--- config.mk ---
export PLATFORM = sky130hd
export DESIGN_NAME = led_pwm_fader
export DESIGN_NICKNAME = d
export VERILOG_FILES = /design/src/rtl/led_pwm_fader.sv
export SDC_FILE = /design/constraint.sdc
export NUM_CORES = 1
export LEC_CHECK = 0
export ABC_AREA = 1
export BUFFER_PORTS_ARGS = -buffer_cell sky130_fd_sc_hd__buf_2
export CAP_MARGIN = 20
export CORE_UTILIZATION = 64
export CTS_CLUSTER_SIZE = 8
export DETAILED_ROUTE_END_ITERATION = 12
export PLACE_DENSITY = 0.77
export RECOVER_POWER = 25
export SLEW_MARGIN = 20
export SYNTH_ARGS = -nofsm -noshare
export SYNTH_HDL_FRONTEND = slang
export SYNTH_SLANG_ARGS = --single-unit
--- constraint.sdc ---
create_clock -name clk -period 3.1 [get_ports clk]
set_input_delay 0.155 -clock clk [delete_from_list [all_inputs] [get_ports clk]]
set_output_delay 0.155 -clock clk [all_outputs]
set_load 0.1 [all_outputs]
--- src/rtl/led_pwm_fader.sv ---
// led_pwm_fader: accepts a WIDTH-bit on/off target pattern over a valid/ready
// handshake and fades each LED linearly toward full brightness (bit=1) or off
// (bit=0). Each LED is driven by an 8-bit PWM comparator against a shared
// free-running counter. One brightness step is taken every STEP_DIV cycles.
//
// Ports:
//   clk        system clock, rising edge
//   resetn     asynchronous active-low reset
//   pat_valid  pat_data is offered
//   pat_ready  block can accept a pattern (idle)
//   pat_data   target pattern, one bit per LED
//   leds       registered PWM outputs
//   busy       a fade is in progress
module led_pwm_fader #(
  parameter int unsigned WIDTH    = 16,
  parameter int unsigned PWM_BITS = 8,
  parameter int unsigned STEP_DIV = 1024
) (
  input  logic             clk,
  input  logic             resetn,
  input  logic             pat_valid,
  output logic             pat_ready,
  input  logic [WIDTH-1:0] pat_data,
  output logic [WIDTH-1:0] leds,
  output logic             busy
);

  localparam int unsigned PrescW = (STEP_DIV > 1) ? $clog2(STEP_DIV) : 1;

  localparam logic [PWM_BITS-1:0] LevelMax  = '1;
  localparam logic [PWM_BITS-1:0] LevelZero = '0;
  localparam logic [PWM_BITS-1:0] LevelOne  = PWM_BITS'(1);
  localparam logic [PrescW-1:0]   PrescLast = PrescW'(STEP_DIV - 1);
  localparam logic [PrescW-1:0]   PrescOne  = PrescW'(1);

  typedef enum logic [0:0] {
    StIdle,
    StFade
  } state_e;

  state_e              state_q, state_d;
  logic [WIDTH-1:0]    target_q, target_d;
  logic [PWM_BITS-1:0] level_q [WIDTH];
  logic [PWM_BITS-1:0] level_d [WIDTH];
  logic [PWM_BITS-1:0] pwm_cnt_q, pwm_cnt_d;
  logic [PrescW-1:0]   presc_q, presc_d;
  logic [WIDTH-1:0]    leds_q, leds_d;

  logic accept;
  logic tick;
  logic settled;

  assign pat_ready = (state_q == StIdle);
  assign busy      = (state_q == StFade);
  assign leds      = leds_q;

  assign accept = pat_valid && pat_ready;
  assign tick   = (presc_q == PrescLast);

  always_comb begin
    settled = 1'b1;
    for (int unsigned i = 0; i < WIDTH; i++) begin
      if (target_q[i] ? (level_q[i] != LevelMax) : (level_q[i] != LevelZero)) begin
        settled = 1'b0;
      end
    end
  end

  // Saturating per-LED step, only on the prescaler tick while fading.
  always_comb begin
    for (int unsigned i = 0; i < WIDTH; i++) begin
      level_d[i] = level_q[i];
      if ((state_q == StFade) && tick) begin
        if (target_q[i] && (level_q[i] != LevelMax)) begin
          level_d[i] = level_q[i] + LevelOne;
        end else if (!target_q[i] && (level_q[i] != LevelZero)) begin
          level_d[i] = level_q[i] - LevelOne;
        end
      end
    end
  end

  always_comb begin
    for (int unsigned i = 0; i < WIDTH; i++) begin
      leds_d[i] = (level_q[i] > pwm_cnt_q);
    end
  end

  always_comb begin
    state_d  = state_q;
    target_d = target_q;
    unique case (state_q)
      StIdle: begin
        if (accept) begin
          state_d  = StFade;
          target_d = pat_data;
        end
      end
      StFade: begin
        // Checked every cycle, so an already-settled pattern leaves after one cycle.
        if (settled) begin
          state_d = StIdle;
        end
      end
      default: state_d = StIdle;
    endcase
  end

  // Prescaler free-runs in both states; an accepted pattern restarts it.
  always_comb begin
    if (accept || tick) begin
      presc_d = '0;
    end else begin
      presc_d = presc_q + PrescOne;
    end
  end

  assign pwm_cnt_d = pwm_cnt_q + LevelOne;

  always_ff @(posedge clk or negedge resetn) begin
    if (!resetn) begin
      state_q   <= StIdle;
      target_q  <= '0;
      pwm_cnt_q <= '0;
      presc_q   <= '0;
      leds_q    <= '0;
      for (int unsigned i = 0; i < WIDTH; i++) begin
        level_q[i] <= '0;
      end
    end else begin
      state_q   <= state_d;
      target_q  <= target_d;
      pwm_cnt_q <= pwm_cnt_d;
      presc_q   <= presc_d;
      leds_q    <= leds_d;
      for (int unsigned i = 0; i < WIDTH; i++) begin
        level_q[i] <= level_d[i];
      end
    end
  end

endmodule

After elaboration in Yosys (flattened, before gate mapping)
Index checks and enable logic that the tools add are counted.

Bits in latches: 0. RAM bits: 0. Register bits: 179. Memories kept: 0. Bits in read-only memories: 0. Output and inout bits: 18. Word-level logic and storage cells: 257. Bits of input ports: 19.

Reductions and logical operators: 100. Multiply operators: 0. Bitwise operators: 1. Eq/ne operators: 17. Order comparisons: 16. Shift operators: 0. Divide/modulo/power cells: 0. $add $sub $neg: 34. Multiplexer cells: 68.

Operator list (number): two-way mux 8 bit (32); adder 8 x 1 -> 8 bit, second input constant (17); > comparator 8 bit (16); inequality test 8 bit, second input constant (16); nonzero test 8 bit (16); subtractor 8 x 1 -> 8 bit, second input constant (16); logical AND 1 bit (34); two-way mux 1 bit (34); AND reduction 2 bit (17); nonzero test 2 bit (16); zero test 1 bit (16); adder 10 x 1 -> 10 bit, second input constant (1); equality test 10 bit, second input constant (1); two-way mux 10 bit (1); case mux 1 bit (2 select lines) (1); logical OR 1 bit (1); inverter 1 bit (1).

Depth between registers and ports, before layout
Word-level depth: 20. Mapped depth: 14. Mapped depth without buffers: 14.

Worst setup path before layout
Ideal clock, no wire load.

Kind: register to register. Start: register state_q (netlist: busy). End: register target_q[11]. Path buffers: 1. Stages on the path, launching flop included: 5. Data required time: 2.975 ns. Slack: 0.344 ns. Arrival time: 2.631 ns. Period minus slack after synthesis: 2.756 ns. Library setup time: 0.125 ns. Cells stage by stage: dfrtp_1 -> inv_1 -> nand2_1 -> buf_2 -> mux2_2.

Word-level cells in the longest chain between the ends: 3.

Ends and longest elaborated chain: from (decl) (line 41) `state_e state_q, state_d;`; from (signal assigned) (line 122) `state_q <= StIdle;`; from (signal assigned) (line 131) `state_q <= state_d;`; inverter 1 bit (no source line) *; via pat_ready (line 22) `output logic pat_ready,`; logical AND 1 bit (line 57) `assign accept = pat_valid && pat_ready;`; AND reduction 2 bit (no source line) *; to (signal assigned) (line 132) `target_q <= target_d;`; to (decl) (line 42) `logic [WIDTH-1:0] target_q, target_d;`.

The timed path passes the listed nets; every way through them passes the cells marked *. A chain may end at the register's enable or synchronous reset.

Final worst setup path
Start: register presc_q[0]. End: register level_q[79] in the netlist's numbering.

Word-level cells in the longest chain between the ends: 3.

Ends and longest elaborated chain: from (decl) (line 46) `logic [PrescW-1:0] presc_q, presc_d;`; from (signal assigned) (line 134) `presc_q <= presc_d;`; equality test 10 bit (line 58) `assign tick = (presc_q == PrescLast);`; logical AND 1 bit (line 73) `if ((state_q == StFade) && tick) begin`; AND reduction 2 bit (no source line); to (signal, indexed assignment) (line 137) `level_q[i] <= level_d[i];`; to (decl) (line 43) `logic [PWM_BITS-1:0] level_q [WIDTH];`.

Every way passes these cells.

==> flow_summary.toml <==
[power_and_ir_drop]
worst_vdd_rail_ir_drop_uv = 262
static-leakage-power_nw = 8.38
cellPowerDensity_nw_per_um2 = 292

[worst_setup_path]
regToRegStartpoint = "presc_q[0]$_DFF_PN0_"
timing.critical_path.buf_inv = 2
worst-endpoint-arrival_ns = 2.73
reg2regPathDepth = 11
worst-endpoint-required_ns = 3.42
setup.worst_path.end_class = "register"
crit_path_max_incr_delay_ns = 0.47
r2r_setup_slack_ns = 0.69
timing.setup.critical_path_class = "register to register"
cell_with_the_biggest_individual_delay_on_the_critical_path = "sky130_fd_sc_hd__nand2_1"
worstPathCellList = "ha_1, nand2_2, nor2_4, nand3_2, nor2_4, nand3_2, clkinv_2, nand2_1, inv_1, nand2_1, o21ai_0"
critPathLaunchType = "register"
critical-path-top-delay-family = "simple AND/OR/NAND/NOR gates"
worst-path-max-fanout = 16
crit-reg2reg-capture = "level_q[79]$_DFFE_PN0P_"

[yosys]
synth_enable_flop_cells = 0
netlist.area_leader.share_pct = 31.0
synthesis_warnings = 0
synth-seq-area-share_pct = 31.0
yosys.area.top_type = "sky130_fd_sc_hd__dfrtp_1"
async_set_or_reset_register_ratio_after_synthesis_pct = 100
synthesized_area_divided_by_synthesized_cell_count_um2 = 7.80
ys.flop_type = "sky130_fd_sc_hd__dfrtp_1"
post_synth_instance_area_um2 = 14500
postSynthCellCount = 1855
synth.net_count = 2116
synth_cell_types = 37
synthTopCellsByArea = "sky130_fd_sc_hd__dfrtp_1 (31%), sky130_fd_sc_hd__ha_1 (20%), sky130_fd_sc_hd__nand2_1 (14%)"
synth.ff_latch_count = 179

[floorplan]
dieHeight_um = 152
floorplan.initialDensity_pct = 65.9
placementRows = 54
core_area_um2 = 22000
floorplan.die.width_um = 152
design.die.area_um2 = 23200
ios = 37

[global_routing]
via_count_of_the_first_global_routing_pass = 11900
grt_pass1_wl_um = 55500
grt.total_usage_pct = 29.3
antenna_found_initial = 0
grt_max_degree = 102
globalRoute.totalOverflow = 0

[timing]
timing.final.hold_violations = 0
final_worst_path_cycle_share_pct = 77.8
final-max-slew-violation-count = 0
setup_viol_count_final = 0
worst-slew-pin-transition_ns = 1.11
rsz0062_at_grt = "no"
worst_case_hold_slack_ns = 0.197
min_period_ns = 2.41
final.setup.tns_ns = 0
fin_worst_skew_ns = 0.0219
setup_slack_ns = 0.688
slew_headroom_pct = 26.2
max_freq_mhz = 415

[route]
via_count = 12300
drc = 2
number_of_detailed_routing_iterations_run_before_antenna_repair = 12
finalWirelength_um = 32200
avgViaCountPerCell = 5.57
antenna_left = 0
wl_per_cell_um = 14.5
drt-initial-drc-count = 684

[worst_hold_path]
hold_path_startpoint = "pat_valid"
worst_hold_path_type = "input pin to register"
worst_hold_path.endpoint = "target_q[1]$_DFFE_PN0P_"
worstHoldPathCells = 3

[place]
detailedPlace.worstSlack_ns = 0.744
place.gp.congestion = 0.871
port-buffer-count = 36
hpwl_um = 23000
numPlacedInstances = 2164

[status]
failed_checks = "DRC"
run_status = "complete, but fails checks"

[cells_and_area]
antenna_cells = 0
nFillCells = 1717
finalNetCount = 2181
flow.area_growth_from_synthesis_pct = 8.84
drive_gt1_share_pct = 6.00
post_layout_nonfiller_instances = 2213

[cts]
cts_buffers = 17
cts-root-to-sink-buffers = 2
cts_max_level = 4
cts.sink_count = 179
insertion_delay_ns = 0.45
tritoncts = "built"
postCtsResizedCells = 0
path_clk_slew_ns = 0.08
cts.root.buffer_cell = "sky130_fd_sc_hd__clkbuf_16"

[flow_run]
drv.max_cap_violation_count = 0
## logic make-up after synthesis
family                     share of synthesized area (%)
buffers and inverters                               4.60
muxes                                              0.701
DFF                                                 31.0
and+or+nand+nor                                     23.7
xor gates and xnor gates                            7.27
AOI/OAI and AO/OA                                   11.0
adders and majority gates                           21.8
## how the worst max path moves through the flow
stage / from / to / slack [ns] / cells past startpoint
floorplan: busy$_DFF_PN0_ / target_q[11]$_DFFE_PN0P_ / 0.34 / 4
global placement: presc_q[0]$_DFF_PN0_ / level_q[7]$_DFFE_PN0P_ / 0.81 / 11
detailed placement: presc_q[0]$_DFF_PN0_ / level_q[7]$_DFFE_PN0P_ / 0.74 / 11
CTS: presc_q[0]$_DFF_PN0_ / level_q[7]$_DFFE_PN0P_ / 0.71 / 11
global route: presc_q[0]$_DFF_PN0_ / level_q[59]$_DFFE_PN0P_ / 0.50 / 11
finish: presc_q[0]$_DFF_PN0_ / level_q[79]$_DFFE_PN0P_ / 0.69 / 11
## what timing repair did
item                      4_1_cts  5_1_grt
buffers inserted                0        0
hold buffers                   17        0
hold endpoints to repair      114        0
## sequential cells by signal, indices dropped and copies added, names as in the netlist
name,cells
pwm_cnt_q,8
target_q,16
busy,1
level_q,128
presc_q,10
leds,16
## cell type report
cell class                 count  area [um^2]  share of cell area (%)
timing repair buffer          62          427                    2.71
clock buffer                  17          425                    2.70
clock inverter                15          166                    1.06
multi-input combinational   1507         9320                    59.2
inverter                     153          576                    3.66
tap                          280          350                    2.23
sequential                   179         4480                    28.5
## per-stage QoR
stage / cell area, um^2 / power (mW) / util (%)
final: 15700 / 4.59 / 71.7
after global routing: 15700 / 4.73 / 71.7
after CTS: 15700 / 4.64 / 71.7
after detailed placement: 15000 / 2.44 / 68.2
after global placement: 15000 / 2.44 / 68.2
after floorplan: 14500 / 2.38 / -
## cells in the final DEF, fill, tap and decap left out, drive strengths merged, types with 9 or more instances in the layout
master | Yosys | layout
ha | 226 | 226
nand4 | 16 | 16
mux2 | 9 | 9
dfrtp | 179 | 179
clkbuf | 7 | 18
xnor2 | 62 | 62
fa | 16 | 16
or2 | 10 | 10
nor2 | 162 | 162
o21ai | 113 | 113
xor2 | 58 | 58
buf | 9 | 44
inv | 152 | 160
nand3 | 86 | 86
nand2 | 554 | 554
a21oi | 137 | 137
o21bai | 12 | 12
nor3 | 12 | 12
dlygate4sd3 | 0 | 17
## cell usage after synthesis, types with 17 or more instances
cell type	count
sky130_fd_sc_hd__a21oi_1	137
sky130_fd_sc_hd__dfrtp_1	179
sky130_fd_sc_hd__ha_1	226
sky130_fd_sc_hd__inv_1	149
sky130_fd_sc_hd__nand2_1	547
sky130_fd_sc_hd__nand3_1	84
sky130_fd_sc_hd__nor2_1	160
sky130_fd_sc_hd__o21ai_0	93
sky130_fd_sc_hd__o21ai_1	17
sky130_fd_sc_hd__xnor2_1	62
sky130_fd_sc_hd__xor2_1	58
## routing by layer
layer  vias up  routed length, um  GRT usage, %
met5         -                  0             0
met4         0                556          8.31
met3        40               1070          4.29
met2       220              15700          50.8
met1      5745              14900          38.0
li1       6313                  -             -
## power by group
part / switching [mW] / internal (mW)
registers: 0 / 2.33
logic: 0.0519 / 0.0253
clock network: 1.09 / 1.09
## worst reg2reg max path, delay by kind of cell (launching register included)
family / cells / cell delay, ns
AND/OR/NAND/NOR: 7 / 0.95
flip-flops: 1 / 0.43
adder cells (fa/ha/maj): 1 / 0.24
AO/OA/AOI/OAI: 1 / 0.08
buffers and inverters: 2 / 0.58
Note: power is estimated with default switching activity, not from simulation.
